**src/rtl/keypad_pkg.sv**
```systemverilog
// Shared constants, FSM state type and frame classification helper for the
// 4x4 keypad scanner.
package keypad_pkg;

  localparam int NUM_ROWS = 4;
  localparam int NUM_COLS = 4;
  localparam int KEY_W    = NUM_ROWS * NUM_COLS;

  localparam logic [NUM_COLS-1:0] COL_RESET = 4'b1110;

  typedef enum logic [1:0] {
    IDLE     = 2'd0,
    DEBOUNCE = 2'd1,
    PRESSED  = 2'd2
  } state_e;

  // True when exactly one key bit is set (popcount == 1).
  function automatic logic is_single(input logic [KEY_W-1:0] f);
    return (f != '0) && ((f & (f - KEY_W'(1))) == '0);
  endfunction

endpackage

```
**src/rtl/keypad_sync.sv**
```systemverilog
// Parameterised-width two-flop synchronizer with asynchronous active-low reset.
module keypad_sync #(
  parameter int           W       = 4,
  parameter logic [W-1:0] RST_VAL = '1
) (
  input  logic         clk,
  input  logic         rst_n,
  input  logic [W-1:0] d_i,
  output logic [W-1:0] q_o
);

  logic [W-1:0] meta_q;
  logic [W-1:0] sync_q;

  always_ff @(posedge clk or negedge rst_n) begin
    if (!rst_n) begin
      meta_q <= RST_VAL;
      sync_q <= RST_VAL;
    end else begin
      meta_q <= d_i;
      sync_q <= meta_q;
    end
  end

  assign q_o = sync_q;

endmodule

```
**src/rtl/keypad_scanner.sv**
```systemverilog
// 4x4 matrix keypad scanner: rotates the column drive, assembles one frame per
// full scan and debounces single-key presses and releases into a one-hot code.
module keypad_scanner
  import keypad_pkg::*;
#(
  parameter int SCAN_DIV       = 1000,
  parameter int DEBOUNCE_SCANS = 8
) (
  input  logic                clk,
  input  logic                rst_n,
  input  logic [NUM_ROWS-1:0] row_n,
  output logic [NUM_COLS-1:0] col_n,
  output logic [KEY_W-1:0]    onehot,
  output logic                key_valid,
  output logic                key_held,
  output logic [1:0]          dbg_state
);

  localparam int SLOT_W = $clog2(SCAN_DIV);
  localparam int CNT_W  = $clog2(DEBOUNCE_SCANS + 1);

  localparam logic [SLOT_W-1:0] SLOT_LAST = SLOT_W'(SCAN_DIV - 1);
  localparam logic [CNT_W-1:0]  CNT_MAX   = CNT_W'(DEBOUNCE_SCANS);

  logic [NUM_ROWS-1:0] row_sync;

  logic [SLOT_W-1:0]   slot_q;
  logic [1:0]          col_idx_q;
  logic [NUM_COLS-1:0] col_n_q;
  logic [KEY_W-1:0]    frame_q;
  logic [KEY_W-1:0]    frame_d;
  logic                slot_end;
  logic                frame_done;

  state_e              state_q;
  logic [KEY_W-1:0]    cand_q;
  logic [CNT_W-1:0]    cnt_q;
  logic [KEY_W-1:0]    onehot_q;
  logic                valid_q;
  logic                held_q;

  keypad_sync #(
    .W       (NUM_ROWS),
    .RST_VAL ({NUM_ROWS{1'b1}})
  ) u_row_sync (
    .clk   (clk),
    .rst_n (rst_n),
    .d_i   (row_n),
    .q_o   (row_sync)
  );

  assign slot_end   = (slot_q == SLOT_LAST);
  assign frame_done = slot_end && (col_idx_q == 2'd3);

  // Frame contents including the column being sampled this cycle.
  always_comb begin
    frame_d = frame_q;
    if (slot_end) begin
      for (int r = 0; r < NUM_ROWS; r++) begin
        frame_d[r*NUM_COLS + int'(col_idx_q)] = ~row_sync[r];
      end
    end
  end

  always_ff @(posedge clk or negedge rst_n) begin
    if (!rst_n) begin
      slot_q    <= '0;
      col_idx_q <= 2'd0;
      col_n_q   <= COL_RESET;
      frame_q   <= '0;
    end else if (slot_end) begin
      slot_q    <= '0;
      col_idx_q <= col_idx_q + 2'd1;
      col_n_q   <= {col_n_q[NUM_COLS-2:0], col_n_q[NUM_COLS-1]};
      frame_q   <= frame_done ? '0 : frame_d;
    end else begin
      slot_q    <= slot_q + SLOT_W'(1);
    end
  end

  // Debounce FSM; decisions on frame data are taken only at frame completion.
  always_ff @(posedge clk or negedge rst_n) begin
    if (!rst_n) begin
      state_q  <= IDLE;
      cand_q   <= '0;
      cnt_q    <= '0;
      onehot_q <= '0;
      valid_q  <= 1'b0;
      held_q   <= 1'b0;
    end else begin
      valid_q <= 1'b0;
      case (state_q)
        IDLE: begin
          if (frame_done && is_single(frame_d)) begin
            cand_q  <= frame_d;
            cnt_q   <= CNT_W'(1);
            state_q <= DEBOUNCE;
          end
        end
        DEBOUNCE: begin
          if (cnt_q == CNT_MAX) begin
            onehot_q <= cand_q;
            valid_q  <= 1'b1;
            held_q   <= 1'b1;
            cnt_q    <= '0;
            state_q  <= PRESSED;
          end else if (frame_done) begin
            if (frame_d == cand_q) begin
              cnt_q <= cnt_q + CNT_W'(1);
            end else begin
              cnt_q   <= '0;
              state_q <= IDLE;
            end
          end
        end
        PRESSED: begin
          if (cnt_q == CNT_MAX) begin
            held_q  <= 1'b0;
            cnt_q   <= '0;
            state_q <= IDLE;
          end else if (frame_done) begin
            if (frame_d == '0) begin
              cnt_q <= cnt_q + CNT_W'(1);
            end else begin
              cnt_q <= '0;
            end
          end
        end
        default: begin
          cnt_q   <= '0;
          state_q <= IDLE;
        end
      endcase
    end
  end

  assign col_n     = col_n_q;
  assign onehot    = onehot_q;
  assign key_valid = valid_q;
  assign key_held  = held_q;
  assign dbg_state = state_q;

endmodule

```
**config.mk**
```make
export PLATFORM = sky130hd
export DESIGN_NAME = keypad_scanner
export DESIGN_NICKNAME = d
export VERILOG_FILES = /design/src/rtl/keypad_pkg.sv /design/src/rtl/keypad_sync.sv /design/src/rtl/keypad_scanner.sv
export SDC_FILE = /design/constraint.sdc
export NUM_CORES = 1
export LEC_CHECK = 0
export ABC_AREA = 0
export CAP_MARGIN = 10
export CORE_UTILIZATION = 25
export CTS_BUF_LIST = sky130_fd_sc_hd__clkbuf_16
export DETAILED_ROUTE_END_ITERATION = 10
export PLACE_DENSITY_LB_ADDON = 0.2
export SYNTH_ARGS = -nofsm -noshare
export SYNTH_HDL_FRONTEND = slang
export SYNTH_SLANG_ARGS = --single-unit
```
**constraint.sdc**
```tcl
create_clock -name clk -period 4.3 [get_ports clk]
set_clock_uncertainty 0.15 [all_clocks]
set_input_delay 0.645 -clock clk [delete_from_list [all_inputs] [get_ports clk]]
set_output_delay 0.645 -clock clk [all_outputs]
set_load 0.02 [all_outputs]
```
Yosys cells after proc, flatten, opt, wreduce, memory -nomap -nowiden
Cells that the tools add are included.
Cells by class
  add/sub/neg operators: 7
  multiply operators: 0
  div/mod/pow operators: 0
  magnitude comparators: 8
  equal/unequal tests: 12
  shifts and indexed selects: 0
  multiplexer cells: 34
  bitwise operators: 5
  reductions and logical operators: 17
Operator list (number)
  16-bit bitwise mux: 4
  16-bit logical NOT: 2
  16-bit 2-to-1 mux: 2
  4-bit 2-to-1 mux: 7
  16-bit AND: 1
  16-bit == test: 1
  16-bit nonzero test: 1
  16-bit by 1-bit subtractor with 16-bit output (second input constant): 1
  1-bit demux with 4-bit select: 3
  4-bit one-hot mux with 3 select lines: 1
  10-bit by 1-bit adder with 10-bit output (second input constant): 1
  4-bit by 2-bit adder with 5-bit output (first input constant): 2
  10-bit == test (second input constant): 1
  5-bit by 1-bit greater-or-equal comparator with 1-bit output (second input constant): 2
  5-bit less-than comparator (second input constant): 2
  10-bit 2-to-1 mux: 1
  2-bit 2-to-1 mux: 5
  3-bit != test (second input constant): 3
  1-bit 2-to-1 mux: 8
  1-bit logical AND: 7
  2-bit != test (second input constant): 3
  2-bit one-hot mux with 3 select lines: 1
  3-bit AND reduction: 2
  2-bit by 5-bit less-than comparator with 1-bit output (second input constant): 1
  other kinds (16): 21
Word-level totals
  register bits after elaboration: 80
  bits in latches: 0
  bits in writable memories: 0
  bits in read-only memories: 0
  bits of input ports: 6
  output and inout bits: 24
  logic and storage cells: 95
  memories: 0

Logic depth before layout (Yosys ltp)
  word-level depth: 16
  gate-level depth with buffers: 13

Cells and area by module
Synthesis repeated with hierarchy kept, for this count alone.
Unflattened totals
  cells, all modules: 414
  area, all modules: 4269.1 µm²
Modules (own cells, without submodules)
  keypad_scanner: instances 1, cells each 406, area an instance 4058.9 µm²
  keypad_sync: instances 1, cells each 8, area an instance 210.2 µm²

Worst setup path after synthesis
Ideal clock, no wire load.
  kind: reg-to-reg
  from: reg slot_q[0]
  to: reg cand_q[0]
  library setup time: 0.125 ns
  arrival: 3.577 ns
  required time: 4.025 ns
  slack: 0.449 ns
  cell stages (with the launch flop): 12
  clock period less this slack: 3.851 ns
  cells stage by stage: dfrtp_1 ha_1 and4b_1 buf_2 nand4_2 mux2_2 or4_4 o31a_1 a311o_1 a311oi_4 buf_6 mux2_2
Between the ends
  word-level cells in the longest chain between the ends: 8
Ends and longest elaborated chain
  start: declaration: line keypad_scanner.sv:27  | logic [SLOT_W-1:0] slot_q;
  start signal: assignment: line keypad_scanner.sv:77  | slot_q <= slot_q + SLOT_W'(1);
  10-bit == test (*): line keypad_scanner.sv:52  | assign slot_end = (slot_q == SLOT_LAST);
  16-bit 2-to-1 mux: line keypad_scanner.sv:58  | if (slot_end) begin
  16-bit by 1-bit subtractor with 16-bit output: line keypad_pkg.sv:19  | return (f != '0) && ((f & (f - KEY_W'(1))) == '0);
  16-bit AND: line keypad_pkg.sv:19
  16-bit logical NOT: line keypad_pkg.sv:19
  1-bit logical AND: line keypad_pkg.sv:19
  1-bit logical AND: line keypad_scanner.sv:94  | if (frame_done && is_single(frame_d)) begin
  2-bit AND reduction (no source line)
  end signal: assignment: line keypad_scanner.sv:95  | cand_q <= frame_d;
  end: declaration: line keypad_scanner.sv:36  | logic [KEY_W-1:0] cand_q;
Every way passes the cells marked *; elsewhere a longest branch is shown, timed or not.
A chain may end at the register's enable or synchronous reset.

Worst setup path after layout
  from: reg slot_q[0]
  to: reg cand_q[4]
Same word-level chain as after synthesis.

==> flow_summary.toml <==
[logic_synthesis]
synth-edff-count = 0
yosys-top-cells-area = "dfrtp_1 (42%), mux2_2 (8.4%), dfstp_2 (7.0%), nand2_1 (4.1%), mux2i_1 (3.4%)"
synth_common_cells = "dfrtp_1 (69), nand2_1 (45), nor2_1 (32), mux2_2 (31), o21ai_0 (28)"
synth.distinct_cells = 61
synthFlopType = "dfrtp_1"
ys_ff_latch = 80
synth_most_common_cell = "dfrtp_1"
synth_top_area_share_pct = 41.70
synth_area_per_cell_um2 = 10.32
yosys_warnings = 0
synthCells = 401
netlist_area_um2 = 4140
async_reset_ff_share_pct = 100.0
yosysTopAreaCell = "dfrtp_1"
seq_area_frac_synth_pct = 48.69
syn_nets = 414

[status]
status = "finished, final reports clean"

[setup_path]
crit_top_cell = "mux2_2"
crit_buf_inv = 1
required_ns = 4.39
worstPathMaxFanout = 14
critical_path_class = "flop to flop"
cp-end-kind = "flop"
path_cells = "ha_1, and4b_1, nand4_2, mux2_2, or4_4, o31a_1, a311o_1, a311oi_4, buf_4, mux2_2"
cp.arrival_ns = 3.99
slowest_delay_ns = 0.56
start_kind = "flop"
cp_top_family = "simple AND/OR/NAND/NOR gates"
cp_slowest_cell = "or4_4"

[routing]
vias_per_cell = 4.765
route.vias.total = 3145
ant_nets = 0
dr.pass1.iters = 5
wl_per_cell_um = 17.35
dr.first_iter.drc_count = 251
drc = 0
wl_mm = 11.45

[clocking]
hold_buffers = 0
cts-root-buf = "clkbuf_16"
cts_buffers = 9
worstSkewPairLatency_ns = 0.35
htree_levels = 3
clkTransAtPathRegs_ns = 0.06
clock_path_buffers = 2
tritoncts = "built"
clock_sink_count = 80
ctsResizeCount = 0
post_cts_buffers = 0

[placed_design]
dp_hpwl_mm = 8.461
port_buffers = 29
placed_cell_area_um2 = 4730
globalplace.congestion = 0.9026
dp_cells = 644

[global_routing]
grt_usage_pct = 15.06
antenna_found_initial = 0
grt_overflow = 0
grt_pass1_wl_mm = 18.80
grt_max_degree = 51
grt_pass1_vias = 3178

[floorplanning]
start_util_pct = 25.88
die_h_um = 130.7
die_w_um = 130.7
die_area_um2 = 17080
core_um2 = 16000
num_rows = 46
pin_count = 30

[timing]
max_freq_mhz = 256.3
slew_headroom_pct = 30.51
setup_violations = 0
hold_violations = 0
period_needed_ns = 3.901
rsz0062_at_grt = "false"
worst_pin_slew_ns = 1.041
period_share_pct = 90.72
slew_violations = 0
final.setup.tns_ns = 0

[power]
p_per_area_nw_per_um2 = 307.7
peakVddDrop_mv = 0.1925
swShare_pct = 21.61
p_leak_nw = 2.246
p_int_mw = 1.211
power_switching_mw = 0.3338
total_power_mw = 1.544
power_frac_seq_pct = 49.6
power_frac_comb_pct = 1.7
p_clk_share_pct = 48.7

[cells_and_area]
final_nets = 452
fill_cells = 1695
fin_area_um2 = 5019
area_delta_synth_final_pct = 21.21
drive_above_1_share_pct = 18.24
num_antenna_cells = 0
fin_cells = 660

[run]
cap_violations = 0

[hold_path]
min_path_type = "input port to async pin"
## final cells by class
type | count | area, um2 | area share [%]
tap | 216 | 270.3 | 5.385
clock buffer | 9 | 225.2 | 4.488
clock inverter | 7 | 63.81 | 1.272
timing repair buffer | 42 | 385.4 | 7.679
multi-input combinational | 280 | 1961 | 39.07
sequential | 80 | 2016 | 40.16
inverter | 26 | 97.59 | 1.945
## path summary, 6_finish.rpt
| kind | from | to | slack [ns] | depth (start not counted) |
|---|---|---|---|---|
| min | rst_n | frame_q[9] | 0.17 | 1 |
| min in group clk | u_row_sync.meta_q[0] | u_row_sync.q_o[0] | 0.20 | 0 |
| min reg2reg | u_row_sync.meta_q[0] | u_row_sync.q_o[0] | 0.20 | 0 |
| max | slot_q[0] | cand_q[4] | 0.40 | 10 |
| max reg2reg | slot_q[0] | cand_q[4] | 0.40 | 10 |
| max in group asynchronous | rst_n | u_row_sync.meta_q[2] | 2.90 | 2 |
## logic make-up (layout without fill, tap and decap cells)
| logic type | Yosys count | in the layout | share of synthesized area [%] |
|---|---|---|---|
| simple gates | 132 | 132 | 16.29 |
| flops | 80 | 80 | 48.69 |
| compound gates | 77 | 77 | 12.84 |
| mux | 46 | 46 | 12.09 |
| buf+inv | 41 | 84 | 4.140 |
| xor+xnor | 17 | 17 | 3.596 |
| fa+ha+maj | 8 | 8 | 2.357 |
## power groups by stage
stage / Combinational, mW / Sequential (mW) / Clock [mW]
floorplan: 0.00801 / 0.775 / 0
global placement: 0.0280 / 0.779 / 0
detailed placement: 0.0280 / 0.779 / 0
CTS: 0.0282 / 0.766 / 0.784
global route: 0.0317 / 0.766 / 0.816
finish: 0.0264 / 0.766 / 0.752
## layer usage
| layer | vias up | track usage (%) | wire length, um |
|---|---|---|---|
| met4 | 0 | 7.843 | 374 |
| met3 | 23 | 4.805 | 699 |
| li1 | 1510 | - | - |
| met5 | - | 0 | 0 |
| met2 | 102 | 21.16 | 4869 |
| met1 | 1510 | 20.51 | 5507 |
## cells in the final DEF (no fill, tap or decap), drive strengths merged, types with 4 or more instances in the layout
master and count:
dfrtp 69, nand2 45, nor2 32, mux2 32, o21ai 29, clkdlybuf4s50 28, inv 26, mux2i 14
buf 14, nand3 12, dfstp 11, xor2 10, clkbuf 9, a21oi 8, xnor2 7, ha 7
nor3 7, nand4 6, nor4 6, and2 5, o22ai 5, clkinv 5, and4 4, o2bb2ai 4
## flip-flops by register name, indices dropped and copies added (netlist names)
register / flops
cand_q: 16
frame_q: 16
onehot: 16
slot_q: 10
cnt_q: 4
col_n: 4
u_row_sync.meta_q: 4
u_row_sync.q_o: 4
col_idx_q: 2
dbg_state: 2
key_held: 1
key_valid: 1
## through the flow
| stage | worst slack [ns] | utilization, % | hold WS [ns] |
|---|---|---|---|
| after global routing | 0.1642 | 31.37 | 0.2106 |
| after CTS | 0.3981 | 31.37 | 0.1958 |
| after floorplan | 0.4487 | - | 0.1952 |
| final | 0.3990 | 31.37 | 0.1677 |
| after detailed placement | 0.4025 | 29.56 | 0.1968 |
| after global placement | 0.4799 | 29.56 | 0.1974 |
(Power assumes the default switching activity.)
